==> config.mk <==
export PLATFORM = sky130hd
export DESIGN_NAME = int_ctrl_flat
export DESIGN_NICKNAME = d
export VERILOG_FILES = /design/src/rtl/int_ctrl_pkg.sv /design/src/rtl/int_ctrl_if.sv /design/src/rtl/int_src_cell.sv /design/src/rtl/int_ctrl.sv /design/src/flat_wrapper.sv
export SDC_FILE = /design/constraint.sdc
export NUM_CORES = 1
export LEC_CHECK = 0
export BUFFER_PORTS_ARGS = -buffer_cell sky130_fd_sc_hd__clkbuf_2
export CAP_MARGIN = 40
export CORE_UTILIZATION = 35
export DETAILED_ROUTE_END_ITERATION = 8
export GPL_ROUTABILITY_DRIVEN = 0
export HOLD_SLACK_MARGIN = 0.03
export MAX_ROUTING_LAYER = met4
export PLACE_DENSITY = 0.66
export SLEW_MARGIN = 5
export SYNTH_ARGS = -nofsm -noshare
export SYNTH_HDL_FRONTEND = slang
export SYNTH_HIERARCHICAL = 1
export SYNTH_SLANG_ARGS = --single-unit
==> constraint.sdc <==
create_clock -name clk -period 6.4 [get_ports clk]
set_input_delay 1.28 -clock clk [delete_from_list [all_inputs] [get_ports clk]]
set_output_delay 1.28 -clock clk [all_outputs]
set_load 0.03 [all_outputs]
==> src/rtl/int_ctrl_pkg.sv <==
`default_nettype none
// ============================================================================
//  Module      : int_ctrl_pkg
//  Description : Shared register map, mode encoding and helpers for int_ctrl.
//  Revision    : 1.0 - initial release
// ============================================================================
package int_ctrl_pkg;

    // Hardware supports at most six CPU interrupt lines.
    localparam int          c_MAX_SRC      = 6;
    localparam logic [31:0] c_DEFAULT_BASE = 32'h0000_7F20;

    // Byte offsets of the registers inside the 16-byte window.
    localparam logic [3:0] c_OFF_PEND   = 4'h0;
    localparam logic [3:0] c_OFF_MASK   = 4'h4;
    localparam logic [3:0] c_OFF_MODE   = 4'h8;
    localparam logic [3:0] c_OFF_STATUS = 4'hC;

    // Word select, taken from address bits [3:2].
    typedef enum logic [1:0] {
        REG_PEND   = c_OFF_PEND[3:2],
        REG_MASK   = c_OFF_MASK[3:2],
        REG_MODE   = c_OFF_MODE[3:2],
        REG_STATUS = c_OFF_STATUS[3:2]
    } reg_sel_e;

    typedef enum logic {
        MODE_EDGE  = 1'b0,
        MODE_LEVEL = 1'b1
    } irq_mode_e;

    // Index of the lowest set bit, 0 when the vector is empty.
    function automatic logic [2:0] lowest_set(input logic [c_MAX_SRC-1:0] v);
        logic [2:0] r;
        r = 3'd0;
        for (int i = c_MAX_SRC - 1; i >= 0; i--) begin
            if (v[i]) r = 3'(i);
        end
        return r;
    endfunction

endpackage
`default_nettype wire

==> src/rtl/int_ctrl_if.sv <==
`default_nettype none
// ============================================================================
//  Module      : int_ctrl_if
//  Description : CPU data-bus slave port of the interrupt controller.
//  Revision    : 1.0 - initial release
// ============================================================================
interface int_ctrl_if;

    logic [31:0] bus_addr;
    logic [31:0] bus_wdata;
    logic [3:0]  bus_byteen;
    logic [31:0] bus_rdata;

    modport master (
        output bus_addr,
        output bus_wdata,
        output bus_byteen,
        input  bus_rdata
    );

    modport slave (
        input  bus_addr,
        input  bus_wdata,
        input  bus_byteen,
        output bus_rdata
    );

endinterface
`default_nettype wire

==> src/rtl/int_src_cell.sv <==
`default_nettype none
// ============================================================================
//  Module      : int_src_cell
//  Description : One interrupt source: optional synchronizer, previous-sample
//                flop and pending bit with edge/level capture.
//                Build option INT_CTRL_SYNC_EN adds a 2-flop input synchronizer.
//  Revision    : 1.0 - initial release
// ============================================================================
module int_src_cell
    import int_ctrl_pkg::*;
(
    input  wire logic      clk,
    input  wire logic      reset,
    input  wire logic      i_src,
    input  wire irq_mode_e i_mode,
    input  wire logic      i_clr,
    output logic           o_pend
);

    logic w_src;
    logic w_rise;
    logic r_prev;
    logic r_pend;

`ifdef INT_CTRL_SYNC_EN
    logic [1:0] r_sync;

    always_ff @(posedge clk or posedge reset) begin
        if (reset) begin
            r_sync <= 2'b00;
        end else begin
            r_sync <= {r_sync[0], i_src};
        end
    end

    assign w_src = r_sync[1];
`else
    assign w_src = i_src;
`endif

    assign w_rise = w_src & ~r_prev;

    // In edge mode a new edge beats a same-cycle clear.
    always_ff @(posedge clk or posedge reset) begin
        if (reset) begin
            r_prev <= 1'b0;
            r_pend <= 1'b0;
        end else begin
            r_prev <= w_src;
            if (i_mode == MODE_LEVEL) begin
                r_pend <= w_src;
            end else begin
                r_pend <= w_rise | (r_pend & ~i_clr);
            end
        end
    end

    assign o_pend = r_pend;

endmodule
`default_nettype wire

==> src/rtl/int_ctrl.sv <==
`default_nettype none
// ============================================================================
//  Module      : int_ctrl
//  Description : Memory-mapped interrupt controller with PEND/MASK/MODE/STATUS
//                registers and masked interrupt outputs to the CPU.
//                Build option INT_CTRL_SYNC_EN synchronizes irq_src inputs.
//  Revision    : 1.0 - initial release
// ============================================================================
module int_ctrl
    import int_ctrl_pkg::*;
#(
    parameter int          NSRC = 6,
    parameter logic [31:0] BASE = c_DEFAULT_BASE
)(
    input  wire logic            clk,
    input  wire logic            reset,
    input  wire logic [NSRC-1:0] irq_src,
    int_ctrl_if.slave            bus,
    output logic [5:0]           hw_int
);

    logic [31:0]           w_off;
    logic                  w_hit;
    logic                  w_wr0;
    reg_sel_e              w_sel;
    logic [NSRC-1:0]       w_clr;
    logic [NSRC-1:0]       w_pend;
    logic [NSRC-1:0]       w_act;
    logic [c_MAX_SRC-1:0]  w_act6;
    logic [31:0]           w_rdata;
    logic                  w_unused_bits;

    logic [NSRC-1:0]       r_mask;
    logic [NSRC-1:0]       r_mode;

    // Subtracting first keeps the range test correct even near the top of memory.
    assign w_off = bus.bus_addr - BASE;
    assign w_hit = (w_off[31:4] == 28'd0);
    assign w_sel = reg_sel_e'(bus.bus_addr[3:2]);
    assign w_wr0 = w_hit & bus.bus_byteen[0];
    assign w_clr = (w_wr0 && (w_sel == REG_PEND)) ? bus.bus_wdata[NSRC-1:0] : '0;

    assign w_unused_bits = ^{bus.bus_byteen[3:1], bus.bus_wdata[31:NSRC]};

    always_ff @(posedge clk or posedge reset) begin
        if (reset) begin
            r_mask <= '0;
            r_mode <= '0;
        end else if (w_wr0) begin
            if (w_sel == REG_MASK) r_mask <= bus.bus_wdata[NSRC-1:0];
            if (w_sel == REG_MODE) r_mode <= bus.bus_wdata[NSRC-1:0];
        end
    end

    for (genvar gi = 0; gi < NSRC; gi++) begin : g_src
        int_src_cell u_cell (
            .clk    (clk),
            .reset  (reset),
            .i_src  (irq_src[gi]),
            .i_mode (irq_mode_e'(r_mode[gi])),
            .i_clr  (w_clr[gi]),
            .o_pend (w_pend[gi])
        );
    end

    assign w_act  = w_pend & r_mask;
    assign w_act6 = c_MAX_SRC'(w_act);
    assign hw_int = w_act6;

    always_comb begin
        w_rdata = 32'd0;
        if (w_hit) begin
            case (w_sel)
                REG_PEND:   w_rdata = 32'(w_pend);
                REG_MASK:   w_rdata = 32'(r_mask);
                REG_MODE:   w_rdata = 32'(r_mode);
                REG_STATUS: begin
                    w_rdata[31]  = |w_act;
                    w_rdata[2:0] = lowest_set(w_act6);
                end
                default:    w_rdata = 32'd0;
            endcase
        end
    end

    assign bus.bus_rdata = w_rdata;

endmodule
`default_nettype wire

==> src/flat_wrapper.sv <==
// flat-port wrapper written by rule: the top's interface ports become plain ports
module int_ctrl_flat import int_ctrl_pkg::*;
#(
    parameter int          NSRC = 6,
    parameter logic [31:0] BASE = c_DEFAULT_BASE
)
  (clk, reset, irq_src, hw_int, bus_bus_addr, bus_bus_wdata, bus_bus_byteen, bus_bus_rdata);
  int_ctrl_if bus_i ();
  input  wire logic clk;
  input  wire logic reset;
  input  wire logic [NSRC-1:0] irq_src;
  output logic [5:0] hw_int;
  input wire logic [$bits(bus_i.bus_addr)-1:0] bus_bus_addr;
  input wire logic [$bits(bus_i.bus_wdata)-1:0] bus_bus_wdata;
  input wire logic [$bits(bus_i.bus_byteen)-1:0] bus_bus_byteen;
  output wire logic [$bits(bus_i.bus_rdata)-1:0] bus_bus_rdata;
  assign bus_i.bus_addr = bus_bus_addr;
  assign bus_i.bus_wdata = bus_bus_wdata;
  assign bus_i.bus_byteen = bus_bus_byteen;
  assign bus_bus_rdata = bus_i.bus_rdata;
  int_ctrl #(.NSRC(NSRC), .BASE(BASE)) u_core (.clk(clk), .reset(reset), .irq_src(irq_src), .bus(bus_i), .hw_int(hw_int));
endmodule
==> results.json <==
{
  "io_buffer_count": 57,
  "hold_violations": 0,
  "wirelength_mm": 4.85,
  "ys_types": 57,
  "grt_max_degree": 14,
  "clk_pin_slew_worst_paths_ns": 0.08,
  "maxSlewViolCount": 0,
  "pwr-share-clk_pct": 27.7,
  "htree_levels": 1,
  "grt.total_usage_pct": 15.8,
  "min_path_type": "register to register",
  "clkLatencyLatePin_ns": 0.27,
  "avgViaCountPerCell": 5.19,
  "clkSinkCount": 24,
  "synth_top_family_by_area": "simple AND/OR/NAND/NOR gates",
  "cts_buffer_depth": 2,
  "drc": 0,
  "endpoint_kind": "output pin",
  "max_stage_delay_ns": 0.58,
  "crit_buf_inv": 2,
  "yosysSeqAreaShare_pct": 28.2,
  "tns_ns": 0,
  "hold_depth": 1,
  "layout.nets": 374,
  "skew_ns": 0.000380,
  "syn_area_mm2": 0.00213,
  "antennaDiodeCount": 0,
  "cts_setup_buffers": 0,
  "cp_num_cells": 9,
  "cap_violations": 0,
  "path_max_fanout": 9,
  "synth_top_area_share_pct": 28.2,
  "layout.cells.non_filler": 370,
  "first_pass_iters": 4,
  "ant_nets": 0,
  "syn_area_per_cell_um2": 8.84,
  "die_h_um": 80.0,
  "rr_worst_depth": 2,
  "fillers": 630,
  "powerDensity_mw_per_mm2": 132,
  "finalSetupViolations": 0,
  "worstSetupPathType": "primary input to output pin",
  "drtIter0Drc": 54,
  "synthFlopType": "dfrtp_1",
  "synthMuxAreaShare_pct": 11.3,
  "slew_headroom_pct": 53.9,
  "yosys.area_share.simple_pct": 32.7,
  "synth_compound_area_share_pct": 11.5,
  "synthAdderAreaFrac_pct": 1.06,
  "cp-start-kind": "primary input",
  "worst_pin_slew_ns": 0.682,
  "p_leak_nw": 1.14,
  "seq_power_share_pct": 48.4,
  "drive_gt1_share_pct": 32.9,
  "core_area_mm2": 0.00589,
  "dp_hpwl_mm": 3.82,
  "cts.repair.resized": 0,
  "p_comb_share_pct": 23.9,
  "period_minus_slack_ns": 5.71,
  "p_int_mw": 0.221,
  "synth-seq-cells": 24,
  "grt_pass1_wl_mm": 7.60,
  "synth_largest_area_cell": "dfrtp_1",
  "path_cells": "clkbuf_2, or4_4, or4_4, a2111oi_2, xor2_1, nor4_1, nand2_1, a311oi_1, clkbuf_2",
  "synth-edff-count": 0,
  "fp-row-count": 28,
  "cp.arrival_ns": 4.43,
  "syn_inst": 241,
  "area_growth_pct": 13.9,
  "netSwitchingFraction_pct": 31.1,
  "wl_per_cell_um": 13.1,
  "ir_drop_uv": 120,
  "start_util_pct": 36.2,
  "fmax_mhz": 175,
  "slowest_stage": "or4_4",
  "boundaryPins": 114,
  "vias": 1919,
  "cts-root-buf": "clkbuf_8",
  "rsz0062_at_grt": "no",
  "grt_pass1_vias": 1678,
  "antenna_found_initial": 0,
  "ctsHoldBuffers": 0,
  "dp_cells": 367,
  "yosys.cell_count.top_type": "buf_4",
  "netlist_top_cells_count": "25 x buf_4, 24 x dfrtp_1, 22 x nor2_1, 15 x inv_1, 12 x mux2_2",
  "tritoncts": "yes",
  "postSynth.asyncResetShare_pct": 100,
  "yosys.area_share.xor_xnor_pct": 1.64,
  "p_switching_mw": 0.0994,
  "numCtsBuffers": 3,
  "outcome": "completed",
  "cp.required_ns": 5.12,
  "yosys-top-cells-area": "dfrtp_1 28%, buf_4 8.8%, mux2_2 6.3%",
  "min_period_over_period_pct": 89.1,
  "ys_warn_count": 6,
  "overflow": 0,
  "floorplan.die_area_mm2": 0.00640,
  "die_w_um": 80.0,
  "crit_family": "simple AND/OR/NAND/NOR gates"
}
## power by group through the flow
| stage | clock network, mW | logic, mW | registers [mW] |
|---|---|---|---|
| detailed placement | 0 | 0.0762 | 0.158 |
| global placement | 0 | 0.0755 | 0.158 |
| global route | 0.0956 | 0.0841 | 0.155 |
| finish | 0.0885 | 0.0765 | 0.155 |
| CTS | 0.0917 | 0.0766 | 0.155 |
| floorplan | 0 | 0.0609 | 0.158 |
## sequential cells by signal, indices dropped and copies added (netlist names)
name and flops:
u_core/g_src.u_cell/o_pend 6, u_core/g_src.u_cell/r_prev 6, u_core/r_mask 6, u_core/r_mode 6
## cells in the final DEF, fill, tap and decap left out, drive strengths merged, types with 6 or more instances in the layout
master / synthesis / routed
nand2: 10 / 10
mux2: 13 / 13
a21oi: 8 / 8
inv: 15 / 15
a21o: 7 / 7
nor4: 7 / 7
nor3: 6 / 6
nor2: 22 / 22
nand3: 10 / 10
dfrtp: 24 / 24
nand2b: 8 / 8
nor3b: 6 / 6
clkbuf: 3 / 60
conb: 1 / 25
nand4: 6 / 6
## final timing paths
kind	startpoint	to	slack [ns]
max reg2reg	u_core/r_mode[5]	u_core/g_src[5].u_cell/o_pend	5.58
max	bus_bus_addr[15]	bus_bus_rdata[0]	0.69
min in group asynchronous	reset	u_core/g_src[1].u_cell/r_prev	0.95
min reg2reg	u_core/r_mask[2]	u_core/r_mask[2]	0.53
max in group asynchronous	reset	u_core/r_mask[5]	4.95
min	u_core/r_mask[2]	u_core/r_mask[2]	0.53
## cells by family (layout without fill, tap and decap cells)
logic type               Yosys count  after routing
AO/OA/AOI/OAI                     35             35
XOR/XNOR                           4              4
adder cells (fa/ha/maj)            2              2
buffers and inverters             47             77
flip-flops                        24             24
multiplexers                      20             20
other                              1             25
AND/OR/NAND/NOR                  108            108
## final cells by class
type / instances / area (um2) / area share (%)
multi-input combinational: 194 / 1330 / 55.0
tap: 75 / 93.8 / 3.87
clock buffer: 3 / 41.3 / 1.70
sequential: 24 / 601 / 24.8
timing repair buffer: 59 / 300 / 12.4
inverter: 15 / 56.3 / 2.32
## metrics by stage
stage	instance area, um2	total power [mW]	worst slack, ns	util, %	hold WS (ns)
CTS	2430	0.323	0.688	41.2	0.528
floorplan	2220	0.219	0.742	-	0.489
detailed placement	2380	0.234	0.702	40.5	0.509
global route	2430	0.335	0.470	41.2	0.556
global placement	2380	0.233	0.764	40.5	0.497
finish	2430	0.320	0.695	41.2	0.526
## layer usage
metal | vias to the layer above | wire, um | track usage, %
li1 | 932 | - | -
met1 | 900 | 2170 | 20.4
met2 | 80 | 2290 | 26.2
met3 | 7 | 333 | 1.14
met4 | 0 | 56 | 4.82
met5 | - | 0 | -
(Power assumes the default switching activity.)
